### config.mk
export PLATFORM = sky130hd
export DESIGN_NAME = sram_arbiter
export DESIGN_NICKNAME = d
export VERILOG_FILES = /design/src/rtl/sram_arbiter.sv
export SDC_FILE = /design/constraint.sdc
export NUM_CORES = 1
export LEC_CHECK = 0
export ABC_AREA = 1
export BUFFER_PORTS_ARGS = -buffer_cell sky130_fd_sc_hd__buf_2
export CAP_MARGIN = 20
export CELL_PAD_IN_SITES_DETAIL_PLACEMENT = 1
export CELL_PAD_IN_SITES_GLOBAL_PLACEMENT = 1
export CORE_MARGIN = 8
export CORE_UTILIZATION = 51
export CTS_BUF_LIST = sky130_fd_sc_hd__clkbuf_2
export CTS_CLUSTER_DIAMETER = 60
export DETAILED_ROUTE_END_ITERATION = 6
export PLACE_DENSITY = 0.85
export REMOVE_ABC_BUFFERS = 1
export SLEW_MARGIN = 20
export SYNTH_ARGS = -nofsm -noshare
export SYNTH_HDL_FRONTEND = slang
export SYNTH_SLANG_ARGS = --single-unit
### constraint.sdc
create_clock -name clk -period 3.4 [get_ports clk]
set_input_delay 0.51 -clock clk [delete_from_list [all_inputs] [get_ports clk]]
set_output_delay 0.51 -clock clk [all_outputs]
set_load 0.03 [all_outputs]
### src/rtl/sram_arbiter.sv
// Single-port SRAM arbiter: merges pipeline reads, ADC pixel writes and buffered
// SPI image writes into one SRAM op per cycle, with frame-aligned freeze.
module sram_arbiter #(
  parameter int X_RES          = 800,
  parameter int Y_RES          = 600,
  parameter int COORD_W        = 11,
  parameter int AXIS_BITS      = 10,
  parameter int PIXEL_W        = 16,
  parameter int SRAM_DATA_W    = 17,
  parameter int SRAM_LATENCY   = 5,
  parameter int SPI_FIFO_DEPTH = 16
) (
  input  logic                       clk,
  input  logic                       rst,
  input  logic                       freeze_req,
  output logic                       frozen,
  input  logic                       spi_valid,
  output logic                       spi_ready,
  input  logic [PIXEL_W-1:0]         spi_pixel_in,
  input  logic [COORD_W-1:0]         spi_pixel_x,
  input  logic [COORD_W-1:0]         spi_pixel_y,
  input  logic [2*COORD_W+PIXEL_W-1:0] adc_pixel_data,
  input  logic                       adc_pixel_ready,
  output logic                       adc_pixel_read,
  input  logic                       request_active,
  input  logic [COORD_W-1:0]         request_x,
  input  logic [COORD_W-1:0]         request_y,
  output logic [PIXEL_W-1:0]         request_data,
  output logic                       request_ready,
  output logic                       sram_we,
  output logic [2*AXIS_BITS-1:0]     sram_addr,
  output logic [SRAM_DATA_W-1:0]     sram_data_in,
  input  logic [SRAM_DATA_W-1:0]     sram_data_out,
  output logic [15:0]                adc_drop_count
);
  localparam int ENT_W = 2*COORD_W+PIXEL_W;
  localparam int PTR_W = $clog2(SPI_FIFO_DEPTH);
  localparam int LAT   = SRAM_LATENCY;
  localparam logic [COORD_W-1:0] X_LIM = COORD_W'(X_RES);
  localparam logic [COORD_W-1:0] Y_LIM = COORD_W'(Y_RES);
  localparam logic [PTR_W:0]     FULL  = (PTR_W+1)'(SPI_FIFO_DEPTH);
  localparam logic [0:0] LIVE   = 1'b0;
  localparam logic [0:0] FROZEN = 1'b1;

  function automatic logic in_range(input logic [COORD_W-1:0] x, input logic [COORD_W-1:0] y);
    return (x < X_LIM) && (y < Y_LIM);
  endfunction

  function automatic logic [2*AXIS_BITS-1:0] addr_of(input logic [COORD_W-1:0] x, input logic [COORD_W-1:0] y);
    return {x[AXIS_BITS-1:0], y[AXIS_BITS-1:0]};
  endfunction

  function automatic logic [SRAM_DATA_W-1:0] widen(input logic [PIXEL_W-1:0] p);
    logic [SRAM_DATA_W-1:0] w;
    w = '0;
    w[PIXEL_W-1:0] = p;
    return w;
  endfunction

  logic [ENT_W-1:0]       fifo_q [SPI_FIFO_DEPTH];
  logic [PTR_W:0]         wr_ptr_q, wr_ptr_d, rd_ptr_q, rd_ptr_d;
  logic                   spi_ready_q, spi_ready_d;
  logic [0:0]             state_q, state_d;
  logic [15:0]            drop_q, drop_d;
  logic                   adc_read_q, adc_read_d;
  logic                   we_q, we_d;
  logic [2*AXIS_BITS-1:0] addr_q, addr_d;
  logic [SRAM_DATA_W-1:0] wdata_q, wdata_d;
  logic [LAT:0]           vld_pipe_q, vld_pipe_d, inr_pipe_q, inr_pipe_d;
  logic                   rdy_q, rdy_d;
  logic [PIXEL_W-1:0]     rdata_q, rdata_d;

  logic [COORD_W-1:0] adc_x, adc_y, head_x, head_y;
  logic [PIXEL_W-1:0] adc_pix, head_pix;
  logic [ENT_W-1:0]   head;
  logic rd_inr, adc_gnt, spi_pop, spi_push;
  logic unused_sram_bits;

  assign unused_sram_bits = ^sram_data_out;
  assign {adc_x, adc_y, adc_pix} = adc_pixel_data;
  assign head = fifo_q[rd_ptr_q[PTR_W-1:0]];
  assign {head_x, head_y, head_pix} = head;

  // adc_pixel_read is registered, so the FIFO head only advances a cycle after
  // the pop; skipping that cycle keeps the same pixel from being granted twice.
  assign rd_inr   = request_active && in_range(request_x, request_y);
  assign adc_gnt  = adc_pixel_ready && !rd_inr && !adc_read_q;
  assign spi_pop  = (wr_ptr_q != rd_ptr_q) && !rd_inr && !adc_gnt;
  assign spi_push = spi_valid && spi_ready_q;

  always_comb begin
    state_d = state_q;
    if (adc_gnt && adc_x == '0 && adc_y == '0) begin
      if (state_q == LIVE && freeze_req)        state_d = FROZEN;
      else if (state_q == FROZEN && !freeze_req) state_d = LIVE;
    end

    // The (0,0) pixel follows the state it switches into: dropped on entry, written on exit.
    drop_d = drop_q;
    if (adc_gnt && state_d == FROZEN && drop_q != 16'hFFFF) drop_d = drop_q + 16'd1;

    adc_read_d = adc_gnt;
    we_d    = 1'b0;
    addr_d  = addr_q;
    wdata_d = wdata_q;
    if (rd_inr) begin
      addr_d = addr_of(request_x, request_y);
    end else if (adc_gnt) begin
      if (state_d == LIVE && in_range(adc_x, adc_y)) begin
        we_d    = 1'b1;
        addr_d  = addr_of(adc_x, adc_y);
        wdata_d = widen(adc_pix);
      end
    end else if (spi_pop && in_range(head_x, head_y)) begin
      we_d    = 1'b1;
      addr_d  = addr_of(head_x, head_y);
      wdata_d = widen(head_pix);
    end

    wr_ptr_d    = wr_ptr_q + (PTR_W+1)'(spi_push);
    rd_ptr_d    = rd_ptr_q + (PTR_W+1)'(spi_pop);
    spi_ready_d = (wr_ptr_d - rd_ptr_d) != FULL;

    vld_pipe_d = {vld_pipe_q[LAT-1:0], request_active};
    inr_pipe_d = {inr_pipe_q[LAT-1:0], rd_inr};
    rdy_d      = vld_pipe_q[LAT];
    rdata_d    = inr_pipe_q[LAT] ? sram_data_out[PIXEL_W-1:0] : '0;
  end

  always_ff @(posedge clk) begin
    if (rst) begin
      wr_ptr_q    <= '0;
      rd_ptr_q    <= '0;
      spi_ready_q <= 1'b0;
      state_q     <= LIVE;
      drop_q      <= '0;
      adc_read_q  <= 1'b0;
      we_q        <= 1'b0;
      addr_q      <= '0;
      wdata_q     <= '0;
      vld_pipe_q  <= '0;
      inr_pipe_q  <= '0;
      rdy_q       <= 1'b0;
      rdata_q     <= '0;
    end else begin
      wr_ptr_q    <= wr_ptr_d;
      rd_ptr_q    <= rd_ptr_d;
      spi_ready_q <= spi_ready_d;
      state_q     <= state_d;
      drop_q      <= drop_d;
      adc_read_q  <= adc_read_d;
      we_q        <= we_d;
      addr_q      <= addr_d;
      wdata_q     <= wdata_d;
      vld_pipe_q  <= vld_pipe_d;
      inr_pipe_q  <= inr_pipe_d;
      rdy_q       <= rdy_d;
      rdata_q     <= rdata_d;
    end
  end

  always_ff @(posedge clk) begin
    if (spi_push) fifo_q[wr_ptr_q[PTR_W-1:0]] <= {spi_pixel_x, spi_pixel_y, spi_pixel_in};
  end

  assign frozen         = (state_q == FROZEN);
  assign spi_ready      = spi_ready_q;
  assign adc_pixel_read = adc_read_q;
  assign request_data   = rdata_q;
  assign request_ready  = rdy_q;
  assign sram_we        = we_q;
  assign sram_addr      = addr_q;
  assign sram_data_in   = wdata_q;
  assign adc_drop_count = drop_q;
endmodule
# --- Yosys cells after proc, flatten, opt, wreduce, memory -nomap -nowiden ---
# Memories as Yosys holds them, arrays and structs flattened. A register that Yosys moved wholly into a read port is not among the register bits.
# Index checks and enable logic that the tools add are counted.
op_classes:
  bitwise_logic: 4
  n_mul: 0
  shift: 0
  n_mux: 16
  n_eq_ne: 5
  n_reduce_logical: 29
  n_div: 0
  n_lt_le_gt_ge: 6
  n_addsub: 4
op_table:
  columns: ["operator", "n"]
  rows:
  - ["$mux W20", 4]
  - ["$lt A11 B10 Y1 const B", 6]
  - ["$mux W17", 3]
  - ["$logic_not A11 Y1", 2]
  - ["$logic_and A1 B1 Y1", 17]
  - ["$add A16 B1 Y16 const B", 1]
  - ["$ne A16 B16 Y1 const B", 1]
  - ["$add A5 B1 Y5", 2]
  - ["$mux W1", 8]
  - ["$ne A5 B5 Y1", 1]
  - ["$ne A5 B5 Y1 const B", 1]
  - ["$sub A5 B5 Y5", 1]
  - ["$logic_not A1 Y1", 4]
  - ["$mux W4", 1]
  - ["$not A1 Y1", 4]
  - ["$reduce_or A2 Y1", 2]
  - ["$ne A3 B2 Y1 const B", 1]
  - ["$reduce_and A3 Y1", 1]
  - ["$reduce_bool A3 Y1", 1]
  - ["$ne A2 B1 Y1 const B", 1]
  - ["$reduce_and A2 Y1", 1]
  - ["$reduce_bool A2 Y1", 1]
totals:
  regBits: 96
  mem_count: 1
  wordCells: 78
  ramBits: 608
  latch_bits: 0
  rom_bits: 0
  in_bits: 121
  output_inout_bits: 74
mem_list:
  columns: ["memory", "words", "width", "rd", "rd_ports_with_merged_regs", "write_ports", "line_no", "rtl"]
  rows:
  - ["fifo_q", 16, 38, 1, 1, 1, "60", "logic [ENT_W-1:0] fifo_q [SPI_FIFO_DEPTH];"]

# --- Longest topological paths before layout ---
# Gate-level depths: netlist of the first run.
logic_depth:
  ltp_word: 14
  mapped_depth: 21
  depth_no_buf: 17

# --- Worst setup path before layout of the first run ---
# Ideal clock, no wire load.
synth_timing:
  path_kind: "register to register"
  start: "register spi_ready_q (netlist: spi_ready)"
  end: "memory fifo_q[12][0] (netlist bit), enable pin"
  n_path_buf: 0
  t_required_ns: 2.967
  setup_slack_ns: 0.528
  arrival_time_ns: 2.438
  setup_ns: 0.433
  stages_incl_launch_ff: 5
  period_less_slack_ns: 2.872
  cell_sequence: "dfxtp_1 nand2_1 inv_1 nand3_1 nor2_1"
synth_via:
  elab_chain_len: 3
synth_lines:
  columns: ["element", "line_no", "rtl"]
  rows:
  - ["from (decl)", "62", "logic spi_ready_q, spi_ready_d;"]
  - ["from (signal assigned)", "148", "spi_ready_q <= spi_ready_d;"]
  - ["$logic_and A1 B1 Y1", "89", "assign spi_push = spi_valid && spi_ready_q;"]
  - ["$mux W1", "163", "if (spi_push) fifo_q[wr_ptr_q[PTR_W-1:0]] <= {spi_pixel_x, spi_pixel_y, spi_pixel_in};"]
  - ["$mux W1 (not written as such)", "163", null]
  - ["to (decl)", "60", null]
# No other way between the ends.

# --- Final worst setup path of the first run ---
layout_timing:
  start: "input request_active"
  end: "register addr_q[8] (netlist: sram_addr[8])"
layout_via:
  elab_chain_len: 11
  elab_cells_between_ends: 18
  classes_between: "1 x eq/ne; 3 x mux; 1 x bitwise; 13 x reduce/logical"
layout_lines:
  columns: ["element", "line_no", "rtl"]
  rows:
  - ["from (decl)", "25", "input logic request_active,"]
  - ["$logic_and A1 B1 Y1 *", "86", "assign rd_inr = request_active && in_range(request_x, request_y);"]
  - ["$logic_not A1 Y1", "87, 88", null]
  - ["$logic_and A1 B1 Y1 (2 in series)", "87", "assign adc_gnt = adc_pixel_ready && !rd_inr && !adc_read_q;"]
  - ["$logic_and A1 B1 Y1 (2 in series)", "93", "if (adc_gnt && adc_x == '0 && adc_y == '0) begin"]
  - ["$mux W1", "93", null]
  - ["$not A1 Y1", "109", "if (state_d == LIVE && in_range(adc_x, adc_y)) begin"]
  - ["$logic_and A1 B1 Y1", "109", null]
  - ["$ne A3 B2 Y1 (no source line)", null, null]
  - ["$reduce_and A2 Y1 (no source line)", null, null]
  - ["to (signal assigned)", "153", "addr_q <= addr_d;"]
  - ["to (decl)", "67", "logic [2*AXIS_BITS-1:0] addr_q, addr_d;"]
# Mark *: on every way between the ends. The rest lies on a longest branch, timed or not.
# A chain may end at the register's enable or synchronous reset.

==> run metrics, run 1 <==
largest net degree at the start of global routing=roughly 140; Critical Path Fanout Max=20; Setup Skew=~160 ps; Setup violations, final=3; DRT Pass-1 Iters=6; Die W=around 250 µm; Pleak=between 10 and 15 nW; worst slew pin tran=around 940 ps; fin. max-slew vios=0; Area growth syn-to-layout=20.2%; Synthesis Warnings=0; largest cells by area after synthesis=edfxtp_1, dfxtp_1, nor2_1; FF-to-FF setup slack=-110 ps; Placer Congestion=0.899; layout cell share with drive strength beyond 1=18.5%; r2r worst-path depth=16; Synth Instances=around 2,500; Max Root-Sink Buffers=3; clock share of power=between 20% and 30%; Yosys reg bits=between 700 and 800; Hold WS=80.0 ps; fin util=approximately 61%; Power, Total=20.0 mW; reg2reg end=sram_addr[8]; Post-synth top flop=edfxtp_1; # placed instances=~3,400; Rel. slew slack=between 30% and 40%; grt total ovfl=0; CTS buffer count=around 170; number of flops mapped to enable cells by yosys=608; DRC viols=0; first-pass GRT wire length=roughly 160 mm; starting density of the core=approximately 51%; failing checks=negative setup slack; Synth Area per Inst=approximately 11 µm²; WL/cell=approximately 28 µm; FMAX=276 MHz; clk slew on worst S/H paths=200 ps; Worst EP arrival=4950 ps; vias in the first global route=around 26,000; Hold Path Origin=spi_pixel_x[2]; Crit Path Class=input port to flip-flop; post-synth top area share=~64%; total of max-cap violations=0; asr flop ratio synth=0%; Startpoint Class=input port; Fin. Hold Viols=0; postcts setup bufs=0; ANT nets after route=0; Total Neg Setup Slack=-368 ps; DIE AREA=around 0.064 mm²; top cell type by total area after synthesis=edfxtp_1; worst vdd ir=0.000351 V; # IOs=between 150 and 200; worst hold path type=input port to flip-flop; CTS root buf=clkbuf_2; CTS H-tree depth=4; worst setup margin=-218 ps; minimum clock period=between 3000 and 4000 ps; Worst Hold End=fifo_q[7][29]; final wirelength=approximately 110 mm; sequential-to-total area share from yosys stat=between 70 and 80%; Comb pwr share=between 20% and 30%; # nets final=3,132; CORE AREA=approximately 0.056 mm²; hpwl dp=roughly 54 mm; sw power=6.94 mW; synth unique cells=42; Mapped Area=about 0.029 mm²; power share of the sequential group=between 40% and 50%; FF-to-FF Start=rd_ptr_q[0]; Clock Sinks=703; Iteration-0 DRC Markers=2,877; P_int=13.0 mW; fin crit share=106%; port bufs=192; drt via density=around 6.1; Hold Crit Depth=2; Total GRT Usage=32.8%; initial antenna violation count=4; insertion delay to the later sink of the worst-skew pair=about 1500 ps; die outline height=roughly 250 µm; unrepaired setup endpoints after global routing=yes; switching share of power=34.7%; outcome=complete, but fails checks; WP data required=4730 ps; commonest cells in the netlist=edfxtp_1, nor2_1, nand2_1; power density over the cells=around 580 mW/mm²; via count=between 20,000 and 25,000; count leader, synth=edfxtp_1; Rows=87; Post-Layout Cell Count=~3,900; Worst setup EP type=flip-flop; CTS tree=done
[worst max-delay path, cell delays in order]
cell and delay, ps:
dlygate4sd3_1 540, buf_2 240, nand2_1 100, a31oi_1 200, dlygate4sd3_1 620, nand2_2 80, buf_6 180, nand2_1 130
inv_2 70, nand3b_1 80, dlygate4sd3_1 560, nand2_2 100, nand2_1 90, nand2_2 110, buf_12 210, nand3_1 100
nand2_1 60, dlygate4sd3_1 580, nor2_1 380
[metrics by stage]
| stage | area [µm²] | setup WS [ps] |
|---|---|---|
| after detailed placement | 30400 | 164 |
| after global routing | 34400 | -242 |
| final | 34400 | -218 |
| after CTS | 34200 | 28.8 |
| after global placement | 30400 | 389 |
| after floorplan | 27700 | -8180 |
[worst max-delay path by stage]
stage,from,to
floorplan,rd_ptr_q[0],spi_ready
global placement,request_y[5],spi_ready
detailed placement,request_y[7],spi_ready
CTS,rd_ptr_q[0],sram_addr[8]
global route,rd_ptr_q[0],sram_addr[8]
finish,request_active,sram_addr[8]
[layer usage]
layer | routed length [µm] | track usage [%] | vias to the layer above
li1 | - | - | 9917
met1 | 38100 | 37.0 | 11730
met2 | 53200 | 55.8 | 1744
met3 | 10600 | 7.49 | 449
met4 | 6340 | 21.6 | 0
met5 | 0 | 0 | -
[placed cells by master (no fill, tap or decap), types with 3 or more instances in the layout]
master / netlist / final
clkinv_2: 0 / 7
edfxtp_1: 608 / 608
nor4_1: 3 / 3
clkbuf_2: 1 / 248
or2_2: 3 / 3
dfxtp_4: 0 / 3
clkinv_1: 2 / 41
o21ai_0: 243 / 243
buf_2: 37 / 192
nand4_1: 6 / 6
nand2_2: 6 / 9
o211ai_1: 41 / 41
a21boi_1: 8 / 8
dlygate4sd3_1: 0 / 221
a21oi_1: 86 / 86
ha_1: 8 / 8
xnor2_1: 7 / 7
nor2_2: 1 / 3
a31oi_1: 13 / 13
clkinv_4: 0 / 4
buf_12: 0 / 12
o221ai_1: 53 / 53
nand3_1: 128 / 128
o21ai_1: 15 / 15
o22ai_1: 29 / 29
inv_1: 108 / 107
diode_2: 0 / 7
xor2_1: 10 / 10
and2_1: 4 / 4
nand2_1: 397 / 394
inv_2: 8 / 12
buf_4: 29 / 48
nor2_4: 0 / 16
buf_6: 18 / 6
nor3_1: 12 / 12
dfxtp_1: 95 / 91
nor2_1: 438 / 420
[logic make-up (layout without fill, tap and decap cells)]
group	after synthesis	after routing	share of synthesized area, %
xor gates and xnor gates	17	17	0.521
and+or+nand+nor	1003	1003	14.0
buffers and inverters	271	911	4.58
DFF	703	703	70.5
adders and majority gates	8	8	0.350
other	1	8	0.0131
AOI/OAI and AO/OA	494	494	10.0
[final cells by class]
class / count / area, µm²
sequential: 703 / 20200
antenna: 7 / 17.5
clock inverter: 60 / 319
fill: 5943 / 21600
timing repair buffer: 485 / 3960
inverter: 118 / 464
clock buffer: 248 / 1240
multi-input combinational: 1523 / 7270
tap: 756 / 946
[power groups by stage]
stage	Clock (mW)	Combinational, mW	Sequential [mW]
6_report	5.94	4.32	9.71
5_1_grt	6.35	4.60	9.72
4_1_cts	5.76	4.02	9.68
3_5_place_dp	0	3.65	9.87
3_3_place_gp	0	3.38	9.85
2_1_floorplan	0	2.00	10.2
[flip-flops by register name (all words and copies together) (netlist names), 5 cells and up]
register and flops:
inr_pipe_q 6, sram_data_in 16, sram_addr 20, adc_drop_count 16, wr_ptr_q 5, vld_pipe_q 6, request_data 16, fifo_q 608
rd_ptr_q 5
[timing repair]
action	4_1_cts	5_1_grt
hold buffers	221	0
hold endpoints to repair	697	0
endpoints found under the setup margin	0	20
resized for setup	0	34
(Power assumes the default switching activity.)
==> run 2, diff against run 1 <==
--- a/config.mk
+++ b/config.mk
@@ -15,7 +15,7 @@
 export CTS_BUF_LIST = sky130_fd_sc_hd__clkbuf_2
 export CTS_CLUSTER_DIAMETER = 60
 export DETAILED_ROUTE_END_ITERATION = 6
-export PLACE_DENSITY = 0.85
+export PLACE_DENSITY = 0.92
 export REMOVE_ABC_BUFFERS = 1
 export SLEW_MARGIN = 20
 export SYNTH_ARGS = -nofsm -noshare
==> run 2 against run 1 <==
The run ends with design-rule violations, negative hold slack, negative setup slack left. Register-to-register slack improved by 60 ps. Power is 3.0% higher. Cell count down 0.28%. Setup slack improved by 160 ps. Critical path type is now flip-flop to flip-flop. Critical endpoint is now spi_ready. Largest power group unchanged. Highest routed layer is now met5.
==> run metrics, run 2 (synthesis gave the netlist of run 1 again) <==
outcome=complete, but fails checks; failing checks=design-rule violations, negative hold slack, negative setup slack; worst vdd ir=between 0.0003 and 0.0004 V; via count=between 20,000 and 30,000; dpl cell area=0.0304 mm²; FMAX=290 MHz; worst slew pin tran=about 1100 ps; largest net degree at the start of global routing=between 150 and 200; fin crit share=102%; CP peak stage delay=roughly 540 ps; delay-heaviest family, CP=simple AND/OR/NAND/NOR gates; CP max-delay cell=dfxtp_1; DRT Pass-1 Iters=7; initial antenna violation count=8; commonest non-fill, non-tap cells in the layout=edfxtp_1, nor2_1, nand2_1; layout cell share with drive strength beyond 1=18.7%; Critical Path Fanout Max=5; CTS root buf=clkbuf_2; WL/cell=between 30 and 40 µm; final wirelength=122 mm; power density over the cells=603 mW/mm²; die outline height=roughly 250 µm; reg2reg end=spi_ready; starting density of the core=between 50 and 60%; Hold WS=-57.0 ps; minimum clock period=3450 ps; Placer Congestion=slightly below 0.9; Setup violations, final=2; Iteration-0 DRC Markers=3,754; commonest non-fill, non-tap cell in the layout=edfxtp_1; Hold Crit Depth=2; CP most frequent cell=ha_1; # placed instances=approximately 3,400; Startpoint Class=flip-flop; number of flip-flops under the largest register name=about 610; worst setup margin=-53.5 ps; Fin. Hold Viols=11; DRC viols=1; first-pass GRT wire length=~180 mm; Worst setup EP type=flip-flop; # IOs=195; Worst EP arrival=between 4000 and 5000 ps; cell area after layout=between 0.03 and 0.04 mm²; Worst Hold End=fifo_q[5][34]; WP data required=around 4800 ps; ANT nets after route=0; CTS tree=done; FF-to-FF Start=wr_ptr_q[0]; Max Root-Sink Buffers=3; Die W=between 200 and 300 µm; hpwl dp=~56 mm; Rel. slew slack=between 20% and 30%; clk slew on worst S/H paths=~160 ps; FF-to-FF setup slack=-50 ps; total of max-cap violations=0; CORE AREA=about 0.056 mm²; CTS H-tree depth=4; worst-path cell chain=inv_1 > nand2_1 > nand4_1 > nor3_2 > nor2_1 > ha_1 > ha_1 > inv_1 > ha_1 > a21oi_1 > nand2_1 > nand3b_1 > a21oi_1 > nor2_1 > a31oi_1; Total GRT Usage=a little under two fifths; WP buf/inv=2; worst hold path type=input port to flip-flop; Rows=between 80 and 90; grt total ovfl=0; Post-Layout Cell Count=approximately 3,900; DIE AREA=about 0.064 mm²; Crit Path Class=flip-flop to flip-flop; number of fillers in the final layout=5,938; unrepaired setup endpoints after global routing=yes; drt via density=6.49; Pleak=12.8 nW; # nets final=about 3,100; fin. max-slew vios=0; r2r worst-path depth=15; port bufs=roughly 190; CTS buffer count=170; insertion delay to the later sink of the worst-skew pair=1610 ps; Area growth syn-to-layout=19.4%; Clock Sinks=between 700 and 800; Setup Skew=171 ps; vias in the first global route=27,183; Hold Path Origin=spi_pixel_x[7]
run 2: area by class of cell:
class,instances,area [µm²],area share (%)
sequential,703,20200,59.1
tap,756,946,2.77
clock inverter,48,245,0.718
antenna,12,30.0,0.0879
timing repair buffer,468,3740,10.9
clock buffer,261,1310,3.82
inverter,118,457,1.34
multi-input combinational,1523,7270,21.3
run 2: where the power goes:
part	switching (mW)	total (mW)	leakage, nW	internal [mW]
clock	4.19	6.32	1.20	2.13
combinational	3.28	4.54	5.35	1.26
sequential	0.141	9.72	6.25	9.58
run 2: worst max-delay path by stage:
stage / from / depth (start not counted) / to
after floorplan: rd_ptr_q[0] / 16 / spi_ready
after global placement: rd_ptr_q[1] / 16 / sram_data_in[5]
after detailed placement: rd_ptr_q[1] / 16 / sram_data_in[11]
after CTS: rd_ptr_q[1] / 16 / sram_data_in[12]
after global routing: rd_ptr_q[0] / 16 / spi_ready
final: wr_ptr_q[0] / 15 / spi_ready
run 2: worst register-to-register path: stages, from the launching register on:
cell      delay [ps]
dfxtp_1          540
inv_1            160
nand2_1          130
nand4_1          180
nor3_2           250
nor2_1           130
ha_1             250
ha_1             350
inv_1            100
ha_1             340
a21oi_1          220
nand2_1          100
nand3b_1         180
a21oi_1          120
nor2_1           180
a31oi_1          110
run 2: metal layers:
metal	vias to the layer above	track usage, %	wire (µm)
met4	2	30.6	11100
met1	12088	40.5	39000
met5	-	0	11
met2	2409	61.1	57800
li1	9882	-	-
met3	860	9.94	14300
run 2: metrics by stage:
step	total power [mW]	setup slack, ps	util [%]	TNS (ps)
final	20.6	-53.5	61.1	-77.2
after global routing	21.0	-30.1	61.0	-40.7
after CTS	19.7	7.16	60.8	0
after detailed placement	13.5	188	54.4	0
after global placement	13.2	427	54.4	0
after floorplan	12.2	-8180	-	-333160
run 2: what timing repair did:
item,CTS,global route
endpoints found under the setup margin,0,41
hold endpoints to repair,703,0
buffers inserted,0,3
resized for setup,0,15
hold buffers,206,0
